File: src/rtl/dpll_pkg.sv
// Shared DPLL definitions: detector state encoding, default error width and
// the saturating counter helper.
package dpll_pkg;

   localparam int DEFAULT_ERR_WIDTH = 12;

   typedef enum logic [1:0] {
      IDLE     = 2'd0,
      REF_LEAD = 2'd1,
      FB_LEAD  = 2'd2
   } pd_state_t;

   // Increment that sticks at maxVal instead of wrapping.
   function automatic int unsigned satInc(input int unsigned value, input int unsigned maxVal);
      return (value >= maxVal) ? maxVal : value + 1;
   endfunction

endpackage

File: src/rtl/counting_phase_detector_if.sv
// Signal bundle between the phase detector and its environment: detector
// inputs on one side, error word and up/down/slip indications on the other.
interface counting_phase_detector_if #(
   parameter int ERR_WIDTH = dpll_pkg::DEFAULT_ERR_WIDTH
);

   logic                        enable;
   logic                        refSig;
   logic                        fbSig;
   logic signed [ERR_WIDTH-1:0] errSig;
   logic                        errValid;
   logic                        upSig;
   logic                        dnSig;
   logic                        slipSig;

   modport master (
      output enable, refSig, fbSig,
      input  errSig, errValid, upSig, dnSig, slipSig
   );

   modport slave (
      input  enable, refSig, fbSig,
      output errSig, errValid, upSig, dnSig, slipSig
   );

endinterface

File: src/rtl/edge_sync.sv
// Brings an asynchronous input into the clk domain and flags its rising edges.
// SYNC_STAGES must be at least 2.
module edge_sync #(
   parameter int SYNC_STAGES = 2
) (
   input  logic clk,
   input  logic rstN,
   input  logic asyncSig_i,
   output logic rise_o
);

   logic [SYNC_STAGES-1:0] sync_q;
   logic                   hist_q;

   always_ff @(posedge clk or negedge rstN) begin
      if (!rstN) begin
         sync_q <= '0;
         hist_q <= 1'b0;
      end else begin
         sync_q <= {sync_q[SYNC_STAGES-2:0], asyncSig_i};
         hist_q <= sync_q[SYNC_STAGES-1];
      end
   end

   assign rise_o = sync_q[SYNC_STAGES-1] & ~hist_q;

endmodule

File: src/rtl/counting_phase_detector.sv
// Counting phase-frequency detector: measures the signed distance between
// reference and feedback rising edges in clk cycles, with slip detection.
module counting_phase_detector
   import dpll_pkg::*;
#(
   parameter int ERR_WIDTH   = DEFAULT_ERR_WIDTH,
   parameter int SYNC_STAGES = 2
) (
   input logic                     clk,
   input logic                     rstN,
   counting_phase_detector_if.slave pd
);

   localparam int CNT_WIDTH = ERR_WIDTH - 1;
   localparam logic [CNT_WIDTH-1:0] CNT_MAX = '1;
   localparam logic [CNT_WIDTH-1:0] CNT_ONE = CNT_WIDTH'(1);
   localparam logic signed [ERR_WIDTH-1:0] ERR_POS_MAX = $signed({1'b0, CNT_MAX});
   localparam logic signed [ERR_WIDTH-1:0] ERR_NEG_MAX = -ERR_POS_MAX;

   logic                        refRise;
   logic                        fbRise;
   pd_state_t                   state_q;
   logic [CNT_WIDTH-1:0]        cnt_q;
   logic [CNT_WIDTH-1:0]        cntInc;
   logic signed [ERR_WIDTH-1:0] err_q;
   logic signed [ERR_WIDTH-1:0] cntErrPos;
   logic signed [ERR_WIDTH-1:0] cntErrNeg;
   logic                        errValid_q;
   logic                        slip_q;
   logic                        up_q;
   logic                        dn_q;

   // Both inputs share identical synchroniser latency, so relative timing holds.
   edge_sync #(.SYNC_STAGES(SYNC_STAGES)) uRefSync (
      .clk        (clk),
      .rstN       (rstN),
      .asyncSig_i (pd.refSig),
      .rise_o     (refRise)
   );

   edge_sync #(.SYNC_STAGES(SYNC_STAGES)) uFbSync (
      .clk        (clk),
      .rstN       (rstN),
      .asyncSig_i (pd.fbSig),
      .rise_o     (fbRise)
   );

   assign cntInc    = CNT_WIDTH'(satInc(32'(cnt_q), 32'(CNT_MAX)));
   assign cntErrPos = $signed({1'b0, cnt_q});
   assign cntErrNeg = -cntErrPos;

   always_ff @(posedge clk or negedge rstN) begin
      if (!rstN) begin
         state_q    <= IDLE;
         cnt_q      <= '0;
         err_q      <= '0;
         errValid_q <= 1'b0;
         slip_q     <= 1'b0;
         up_q       <= 1'b0;
         dn_q       <= 1'b0;
      end else begin
         errValid_q <= 1'b0;
         slip_q     <= 1'b0;
         if (!pd.enable) begin
            state_q <= IDLE;
            cnt_q   <= '0;
            up_q    <= 1'b0;
            dn_q    <= 1'b0;
         end else begin
            case (state_q)
               IDLE: begin
                  if (refRise && fbRise) begin
                     err_q      <= '0;
                     errValid_q <= 1'b1;
                  end else if (refRise) begin
                     state_q <= REF_LEAD;
                     cnt_q   <= CNT_ONE;
                     up_q    <= 1'b1;
                  end else if (fbRise) begin
                     state_q <= FB_LEAD;
                     cnt_q   <= CNT_ONE;
                     dn_q    <= 1'b1;
                  end
               end
               // A fresh leading edge during a measurement restarts the count.
               REF_LEAD: begin
                  if (fbRise) begin
                     err_q      <= cntErrPos;
                     errValid_q <= 1'b1;
                     if (refRise) begin
                        cnt_q <= CNT_ONE;
                     end else begin
                        state_q <= IDLE;
                        cnt_q   <= '0;
                        up_q    <= 1'b0;
                     end
                  end else if (refRise) begin
                     err_q      <= ERR_POS_MAX;
                     errValid_q <= 1'b1;
                     slip_q     <= 1'b1;
                     cnt_q      <= CNT_ONE;
                  end else begin
                     cnt_q <= cntInc;
                  end
               end
               FB_LEAD: begin
                  if (refRise) begin
                     err_q      <= cntErrNeg;
                     errValid_q <= 1'b1;
                     if (fbRise) begin
                        cnt_q <= CNT_ONE;
                     end else begin
                        state_q <= IDLE;
                        cnt_q   <= '0;
                        dn_q    <= 1'b0;
                     end
                  end else if (fbRise) begin
                     err_q      <= ERR_NEG_MAX;
                     errValid_q <= 1'b1;
                     slip_q     <= 1'b1;
                     cnt_q      <= CNT_ONE;
                  end else begin
                     cnt_q <= cntInc;
                  end
               end
               default: begin
                  state_q <= IDLE;
                  cnt_q   <= '0;
                  up_q    <= 1'b0;
                  dn_q    <= 1'b0;
               end
            endcase
         end
      end
   end

   assign pd.errSig   = err_q;
   assign pd.errValid = errValid_q;
   assign pd.slipSig  = slip_q;
   assign pd.upSig    = up_q;
   assign pd.dnSig    = dn_q;

endmodule
File: src/flat_wrapper.sv
// flat-port wrapper written by rule: the top's interface ports become plain ports
module counting_phase_detector_flat import dpll_pkg::*;
#(
   parameter int ERR_WIDTH   = DEFAULT_ERR_WIDTH,
   parameter int SYNC_STAGES = 2
)
  (clk, rstN, pd_enable, pd_refSig, pd_fbSig, pd_errSig, pd_errValid, pd_upSig, pd_dnSig, pd_slipSig);
  counting_phase_detector_if #(.ERR_WIDTH(ERR_WIDTH)) pd_i ();
  input logic clk;
  input logic rstN;
  input wire logic [$bits(pd_i.enable)-1:0] pd_enable;
  input wire logic [$bits(pd_i.refSig)-1:0] pd_refSig;
  input wire logic [$bits(pd_i.fbSig)-1:0] pd_fbSig;
  output wire logic [$bits(pd_i.errSig)-1:0] pd_errSig;
  output wire logic [$bits(pd_i.errValid)-1:0] pd_errValid;
  output wire logic [$bits(pd_i.upSig)-1:0] pd_upSig;
  output wire logic [$bits(pd_i.dnSig)-1:0] pd_dnSig;
  output wire logic [$bits(pd_i.slipSig)-1:0] pd_slipSig;
  assign pd_i.enable = pd_enable;
  assign pd_i.refSig = pd_refSig;
  assign pd_i.fbSig = pd_fbSig;
  assign pd_errSig = pd_i.errSig;
  assign pd_errValid = pd_i.errValid;
  assign pd_upSig = pd_i.upSig;
  assign pd_dnSig = pd_i.dnSig;
  assign pd_slipSig = pd_i.slipSig;
  counting_phase_detector #(.ERR_WIDTH(ERR_WIDTH), .SYNC_STAGES(SYNC_STAGES)) u_core (.clk(clk), .rstN(rstN), .pd(pd_i));
endmodule
File: config.mk
export PLATFORM = sky130hd
export DESIGN_NAME = counting_phase_detector_flat
export DESIGN_NICKNAME = d
export VERILOG_FILES = /design/src/rtl/dpll_pkg.sv /design/src/rtl/counting_phase_detector_if.sv /design/src/rtl/edge_sync.sv /design/src/rtl/counting_phase_detector.sv /design/src/flat_wrapper.sv
export SDC_FILE = /design/constraint.sdc
export NUM_CORES = 1
export LEC_CHECK = 0
export BUFFER_PORTS_ARGS = -buffer_cell sky130_fd_sc_hd__buf_2
export CORE_AREA = 2 2 96 98
export CTS_BUF_LIST = sky130_fd_sc_hd__clkbuf_4 sky130_fd_sc_hd__clkbuf_8
export DETAILED_ROUTE_END_ITERATION = 6
export DIE_AREA = 0 0 98 100
export MAX_ROUTING_LAYER = met4
export PLACE_DENSITY_LB_ADDON = 0.15
export SETUP_SLACK_MARGIN = 0.2
export SLEW_MARGIN = 20
export SYNTH_ARGS = -nofsm -noshare
export SYNTH_HDL_FRONTEND = slang
export SYNTH_SLANG_ARGS = --single-unit
File: constraint.sdc
create_clock -name clk -period 1.8 [get_ports clk]
set_input_delay 0.36 -clock clk [delete_from_list [all_inputs] [get_ports clk]]
set_output_delay 0.36 -clock clk [all_outputs]
set_load 0.03 [all_outputs]
# After elaboration in Yosys (flattened, before gate mapping)
# Cells that the tools add are included.
# totals
register_bits	35
# classes
bitwise	4
magnitude_cmp	1
reduce_logical	8
n_eq_ne	16
mux	51
n_addsub	2
# ops
operator	count
$mux 11	9
$mux 12	5
$pmux 12 s3	1
$pmux 11 s3	1
$mux 1	22
$mux 2	8
$ne 3x2->1 const B	4
$ne 3x3->1 const B	4
$neg 11->12	1
$reduce_and 6->1	2
$add 11x1->11 const B	1
$ge 11x11->1 const B	1
$reduce_and 5->1	2
$pmux 1 s3	3
$ne 3x1->1 const B	2
$pmux 2 s3	1
$ne 2x2->1 const B	2
$ne 4x2->1 const B	1
$reduce_bool 3->1	1
$and 1x1->1	2
$eq 2x1->1 const B	1
$eq 2x2->1 const B	1
$logic_not 2->1	1
$ne 2x1->1 const B	1
other kinds (4)	5

# Longest topological paths before layout
# Gate-level depths: netlist (run 1).
# logic_depth
word_depth	7
depth_mapped	8

# Hierarchy
# A second synthesis (run 1) with hierarchy kept.
# hier_totals
cells_unflattened	225
area_unflattened_um2	2105.8
# modules_own_cells
module	area_per_inst_um2	cells_each	n_inst
counting_phase_detector	1928.1	217	1
edge_sync	88.8	4	2

# Worst setup path after synthesis (run 1)
# OpenSTA, ideal clock, no wires.
# synth_path
path_kind	flip-flop to flip-flop
startpoint	register u_core.state_q[0]
endpoint	register u_core.err_q[10] (netlist: u_core.pd.errSig[10])
setup_ps	133
path_stages_with_launch	9
slack_ps	-43
required_time_ps	1667
t_arrival_ps	1710
synth_period_minus_slack_ps	1843
cell_sequence	dfrtp_1 inv_1 ha_1 buf_6 or2_1 a221o_2 buf_6 nand2_2 o211ai_2
# synth_via
elab_chain_len	3
word_cells_on_any_way	9
# synth_rtl
element	line	text
from (decl)	counting_phase_detector.sv:22	pd_state_t state_q;
from (signal assigned)	counting_phase_detector.sv:54	state_q <= IDLE;
from (signal assigned)	counting_phase_detector.sv:65	state_q <= IDLE;
from (signal assigned)	counting_phase_detector.sv:76	state_q <= REF_LEAD;
$eq 2x2->1 (tied with other cells)	counting_phase_detector.sv:70	case (state_q)
$ne 3x1->1 (no source line) (tied with other cells)	n/a	
$reduce_and 5->1 (no source line)	n/a	
to (signal assigned)	counting_phase_detector.sv:88	err_q <= cntErrPos;
to (signal assigned)	counting_phase_detector.sv:108	err_q <= cntErrNeg;
to (decl)	counting_phase_detector.sv:25	logic signed [ERR_WIDTH-1:0] err_q;
# Several ways; a longest one is shown, not always the timed one.
# A chain may end at the register's enable or synchronous reset.

# Worst setup path after layout (run 1)
# layout_path
startpoint	register u_core.state_q[1]
endpoint	register u_core.cnt_q[8]
# layout_via
elab_chain_len	3
word_cells_on_any_way	8
# layout_rtl
element	line	text
$eq 2x2->1 (tied with other cells)	counting_phase_detector.sv:70	
$pmux 11 s3 (tied with other cells)	counting_phase_detector.sv:70	
$mux 11 or $reduce_and 2->1 (tied branches)	n/a	
to (signal assigned)	counting_phase_detector.sv:103	cnt_q <= cntInc;
to (signal assigned)	counting_phase_detector.sv:123	cnt_q <= cntInc;
to (decl)	counting_phase_detector.sv:23	logic [CNT_WIDTH-1:0] cnt_q;
# Several ways; a longest one is shown, not always the timed one.

==> impl_results.md, run 1 <==
- Status: complete, no violations
- Port bufs: 20
- Vias in the first global route: 1931
- Slew Limit Fails: 0
- # IOs: 21
- Highest clock rate: 568 MHz
- Gpl congestion: 0.788
- Setup crit start kind: flip-flop
- First-pass GRT wire length: 10.2 mm
- Die Width: 98 um
- Worst Hold Class: in2async
- Capturing point of the worst reg2reg path: u_core.cnt_q[8]$_DFFE_PN0P_
- Syn. warnings: 0
- Synth Area in Adders: 3.47%
- Worst reg2reg startpoint: u_core.state_q[1]$_DFFE_PN0P_
- Synth area leader: dfrtp_1
- Internal cell power: 1460 uW
- Final wirelength: 6.44 mm
- Top cells by area, synth: dfrtp_1 (41%), o21ai_0 (5.3%), nand2_1 (5.0%)
- Num CTS Buffers: 5
- Reg2Reg Depth: 6
- Slew HR: 64.6%
- Crit path DAT: 1.98 ns
- Mapped cell area: 2160 sq um
- Top cell type's share of synthesized area: 40.5%
- Gate count of the mapped netlist: 242
- Latest clock arrival within the worst-skew pair: 0.29 ns
- Max-cap check violation count: 0
- Congestion Overflow GR: 0
- Synth Area in Compound Gates: 22.9%
- Fin. Hold Viols: 0
- Cts hold-fix bufs: 0
- Ant diodes: 0
- Fraction of power spent switching nets: 32.3%
- Final instance area: 3140 sq um
- Unrepaired setup endpoints after global routing: true
- Cell Pwr Density: 687 nW/um^2
- Reg2Reg Setup Slack: 0.04 ns
- P_sw: 696 uW
- Die area: 9800 sq um
- CTS root buf: clkbuf_8
- Combinational share of power: 29.5%
- Sequential power share: 39.6%
- DR pass1 iterations: 7
- Via density: 4.77
- Starting Density: 24.3%
- Worst Tran Pin Value: 0.529 ns
- FILL cells: 919
- Final setup vio count: 0
- Synth unique cells: 53
- Post-Syn Area per Cell: 8.93 sq um
- Post-synth EDFFs: 0
- P&R area growth vs syn: 45.3%
- Wire length per cell: 15.6 um
- Fin util: 35.3%
- Vias after detailed routing: 1971
- Clk pin slew, worst setup/hold paths: 0.08 ns
- Final min period: 1.76 ns
- Worst Setup Path Type: reg2reg
- CTS Sinks: 35
- Worst Path Max Fanout: 5
- Largest net degree at the start of global routing: 20
- HPWL after detailed placement: 4.23 mm
- Crit share post-route: 97.8%
- Max Root-Sink Buffers: 2
- Largest family of logic cells by synthesized area: simple AND/OR/NAND/NOR gates
- Post-Synth Simple-Gate Area: 23.3%
- Final routed DRC violation total: 0
- Initial antenna violation count: 0
- Antenna Nets Post-Route: 0
- Asr flop ratio synth: 100%
- Core Region: 8890 sq um
- VDD IR max: 0.218 mV
- Req. time, crit path: 2.02 ns
- Clock share of power: 30.9%
- Post-synthesis sequential area ratio: 40.5%
- XOR/XNOR share of the synthesized area: 2.84%
- Die height: 100 um
- DP Area: 2490 sq um
- Mux cell area share after synthesis: 0%
- Total track usage: 13.2%
- Primary FF master, synth: dfrtp_1
- H-tree levels: 2
- Final total power: 2160 uW
- Setup TNS: 0 ns
- CTS tree: built
- DRT iter0 DRCs: 102
- Layout Nets: 312
- Synthesized flop and latch total: 35
- Crit end category: flip-flop
- Leak pwr: 0.00135 uW
- Syn nets: 253
- Share of layout cells above drive strength 1: 50.3%
- # rows: 35
- Clock Skew: 0.00899 ns
cells by family after synthesis:
group	count (synthesis)
AOI/OAI and AO/OA	76
adders and majority gates	6
and+or+nand+nor	91
xor gates and xnor gates	7
DFF	35
buffers and inverters	27
cell type report:
| cell class | instances | area (sq um) | share of cell area [%] |
|---|---|---|---|
| clock inverter | 1 | 7.51 | 0.239 |
| multi-input combinational | 182 | 1460 | 46.6 |
| sequential | 35 | 885 | 28.2 |
| inverter | 10 | 42.5 | 1.35 |
| tap | 111 | 139 | 4.42 |
| clock buffer | 7 | 96.3 | 3.07 |
| timing repair buffer | 67 | 508 | 16.2 |
per-layer routing:
layer	track usage, %	routed length [um]	vias up
met1	17.1	3000	942
li1	-	-	974
met2	21.5	3080	46
met4	4.06	97	0
met5	-	0	-
met3	1.95	255	9
worst max-delay path, stage by stage, from the launching register on:
cell	delay [ns]
dfrtp_2	0.48
ha_4	0.18
nand2b_4	0.16
or4_4	0.59
nor2_4	0.12
a21oi_2	0.06
a21oi_2	0.10
metrics by stage:
stage | setup WS (ns) | hold WS (ns) | std cells
after CTS | 0.0331 | 0.0129 | 394
after floorplan | 0.0383 | 0.0644 | 242
after detailed placement | 0.0189 | 0.333 | 380
after global routing | -0.0221 | 0.0266 | 413
final | 0.0396 | 0.00146 | 413
after global placement | 0.0304 | 0.332 | 380
flip-flops by register name, summed over array words and instances (netlist names):
| signal | flops |
|---|---|
| u_core.uFbSync.sync_q | 2 |
| u_core.pd.upSig | 1 |
| u_core.uRefSync.hist_q | 1 |
| u_core.uFbSync.hist_q | 1 |
| u_core.state_q | 2 |
| u_core.pd.errSig | 12 |
| u_core.pd.slipSig | 1 |
| u_core.uRefSync.sync_q | 2 |
| u_core.pd.dnSig | 1 |
| u_core.cnt_q | 11 |
| u_core.pd.errValid | 1 |
synthesized netlist by cell type, drive strengths merged, types with 5 or more instances:
cell type  number
a21oi          16
buf            13
dfrtp          35
ha              6
inv            10
nand2          32
nand3           9
nor2           23
nor3            5
o21ai          32
power groups by stage:
stage               Clock [uW]  Combinational, uW  Sequential (uW)
floorplan                    0                273              887
global placement             0                449              861
detailed placement           0                442              861
CTS                        692                481              848
global route               717                695              860
finish                     667                637              855
worst max-delay path by stage:
stage	start	endpoint	slack, ns	cells past startpoint
4_1_cts	u_core.state_q[0]$_DFFE_PN0P_	u_core.pd.errSig[5]$_DFFE_PN0P_	0.03	6
6_report	u_core.state_q[1]$_DFFE_PN0P_	u_core.cnt_q[8]$_DFFE_PN0P_	0.04	6
3_5_place_dp	u_core.state_q[0]$_DFFE_PN0P_	u_core.cnt_q[8]$_DFFE_PN0P_	0.02	6
3_3_place_gp	u_core.state_q[0]$_DFFE_PN0P_	u_core.cnt_q[8]$_DFFE_PN0P_	0.03	6
2_1_floorplan	u_core.state_q[1]$_DFFE_PN0P_	u_core.pd.errSig[10]$_DFFE_PN0P_	0.04	8
5_1_grt	u_core.state_q[0]$_DFFE_PN0P_	u_core.pd.errSig[9]$_DFFE_PN0P_	-0.02	7
cell usage in the layout, fill, tap and decap left out, types with 8 or more instances in the layout:
cell,synthesis,layout
o21ai_2,0,9
nand3_1,8,8
dfrtp_1,35,28
buf_2,7,20
a21oi_1,15,10
o21ai_0,23,11
buf_4,1,38
nand2_1,29,22
nor2_1,23,19
o21ai_1,9,12
timing repair:
action / 4_1_cts / 5_1_grt
setup endpoints to repair: 23 / 25
buffers inserted: 5 / 17
pin swaps: 11 / 34
gates cloned: 1 / 2
resized for setup: 15 / 82
No activity file was read; power rests on OpenSTA's default activity.
==> run 2, diff against run 1 <==
--- a/config.mk
+++ b/config.mk
@@ -10,6 +10,7 @@
 export CTS_BUF_LIST = sky130_fd_sc_hd__clkbuf_4 sky130_fd_sc_hd__clkbuf_8
 export DETAILED_ROUTE_END_ITERATION = 6
 export DIE_AREA = 0 0 98 100
+export HOLD_SLACK_MARGIN = 0.03
 export MAX_ROUTING_LAYER = met4
 export PLACE_DENSITY_LB_ADDON = 0.15
 export SETUP_SLACK_MARGIN = 0.2
==> constraint.sdc (replaced) <==
create_clock -name clk -period 1.8 [get_ports clk]
set_input_delay 0 -clock clk [delete_from_list [all_inputs] [get_ports clk]]
set_output_delay 0 -clock clk [all_outputs]
set_load 0.03 [all_outputs]
==> run 2 against run 1 <==
Count of clock-buffer cells in the layout is 2 lower; highest routed layer unchanged; largest power group unchanged; first-iteration DRC count up 21%; sequential share of layout area rose by 2.7 points; sequential power shrank 0.8%.
==> impl_results.md, run 2 (synthesized netlist as in run 1, its figures left out) <==
- Placed cells: 380
- Worst Path Max Fanout: 7
- Max Root-Sink Buffers: 2
- Final total power: 2100 uW
- Setup crit start kind: flip-flop
- Final routed DRC violation total: 0
- Worst Setup Path Type: reg2reg
- Vias after detailed routing: 1927
- Clock Skew: 0.00905 ns
- Largest net degree at the start of global routing: 23
- Critical Path Most Common Cell: buf_4
- Clk pin slew, worst setup/hold paths: 0.08 ns
- Critical-path cell list: buf_4 -> ha_2 -> nand2b_4 -> buf_4 -> nor4_4 -> buf_6 -> o21ai_0 -> nand2_1 -> o2bb2ai_1
- H-tree levels: 2
- Most frequent cells in the layout: buf_4 (32), dfrtp_1 (31), nand2_1 (29)
- Leak pwr: 0.00128 uW
- Final wirelength: 6.14 mm
- Ant diodes: 0
- Starting Density: 24.3%
- CTS root buf: clkbuf_8
- Max reg flops: 12
- CTS Sinks: 35
- Die area: 9800 sq um
- Total track usage: 12.8%
- Unrepaired setup endpoints after global routing: true
- Crit share post-route: 98.3%
- Highest clock rate: 565 MHz
- CP delay by family, top: buffers and inverters
- Congestion Overflow GR: 0
- Max-cap check violation count: 0
- First-pass GRT wire length: 9.91 mm
- Slew HR: 63.4%
- FILL cells: 911
- Sequential cell area: 881 sq um
- Post-route setup slack: 0.0304 ns
- Status: complete, no violations
- # IOs: 21
- Vias in the first global route: 1906
- Via density: 4.78
- Crit end category: flip-flop
- Worst Hold Class: in2async
- Die height: 100 um
- Die Width: 98 um
- Gpl congestion: 0.752
- DRT iter0 DRCs: 123
- Req. time, crit path: 2.01 ns
- Layout Nets: 302
- VDD IR max: 0.258 mV
- Cell Pwr Density: 734 nW/um^2
- Buf/Inv on CP: 3
- Most common cell after layout, fill and taps aside: buf_4
- Fin util: 32.1%
- HPWL after detailed placement: 4.15 mm
- Slowest-stage cell, CP: dfrtp_1
- DR pass1 iterations: 4
- Multi-input logic area: 1280 sq um
- Fin. Hold Viols: 0
- # rows: 35
- Fin cells: 403
- Crit path largest cell delay: 0.41 ns
- Core Region: 8890 sq um
- Wire length per cell: 15.2 um
- Place WS: 0.0206 ns
- Num CTS Buffers: 5
- Port bufs: 20
- Final setup vio count: 0
- Final min period: 1.77 ns
- Latest clock arrival within the worst-skew pair: 0.29 ns
- Slew Limit Fails: 0
- Share of layout cells above drive strength 1: 37.0%
- P&R area growth vs syn: 32.2%
- Worst Tran Pin Value: 0.546 ns
- Crit path DAT: 1.98 ns
- Hold WS: 0.234 ns
- Initial antenna violation count: 0
- CTS tree: built
- Antenna Nets Post-Route: 0
## run 2: cell types whose count changed in the layout (fill, tap and decap cells not counted), sizes merged
cell,change
clkinvlp,-1
clkinv,+2
nor2b,-1
dlygate4sd3,+4
buf,-13
clkbuf,-2
bufinv,+1
## run 2: where the power goes
group          switching, uW  internal [uW]
sequential              28.7            819
combinational            297            227
clock                    312            413
## run 2: layout make-up
cell class              instances  area share [%]
flip-flops and latches         35            30.8
clock buffers                   5            2.41
inverters                      10            1.40
well taps                     111            4.86
repair buffers                 58            14.1
clock inverters                 3            1.53
multi-input cells             181            44.9
## run 2: timing repair
| action | in CTS | in global routing |
|---|---|---|
| cloned | 0 | 2 |
| buffers inserted | 1 | 8 |
| endpoints found under the setup margin | 23 | 24 |
| hold buffers | 4 | 0 |
| pin swaps | 10 | 7 |
| resized for setup | 9 | 35 |
| hold endpoints to repair | 25 | 0 |
## run 2: per-layer routing
layer | global-route usage (%) | up-vias | part of all wire (%)
met5 | - | - | 0
met4 | 4.17 | 0 | 1.2
met3 | 1.53 | 7 | 2.0
met2 | 20.2 | 27 | 50
met1 | 17.2 | 935 | 47
li1 | - | 958 | -
## run 2: per-stage QoR
step / instance area (sq um) / TNS (ns)
2_1_floorplan: 2170 / 0
3_3_place_gp: 2470 / 0
3_5_place_dp: 2470 / 0
4_1_cts: 2680 / 0
5_1_grt: 2860 / -0.254
6_report: 2860 / 0
## run 2: final timing paths
kind                            cells past startpoint                                  end                                start  slack (ns)
worst max-delay path                                9          u_core.cnt_q[7]$_DFFE_PN0P_        u_core.state_q[0]$_DFFE_PN0P_        0.03
worst min-delay path                                2          u_core.cnt_q[2]$_DFFE_PN0P_                                 rstN        0.23
worst max register to register                      9          u_core.cnt_q[7]$_DFFE_PN0P_        u_core.state_q[0]$_DFFE_PN0P_        0.03
worst min register to register                      0  u_core.uRefSync.sync_q[1]$_DFF_PN0_  u_core.uRefSync.sync_q[0]$_DFF_PN0_        0.35
max in group asynchronous                           3        u_core.state_q[1]$_DFFE_PN0P_                                 rstN        1.04
min in group clk                                    0  u_core.uRefSync.sync_q[1]$_DFF_PN0_  u_core.uRefSync.sync_q[0]$_DFF_PN0_        0.35
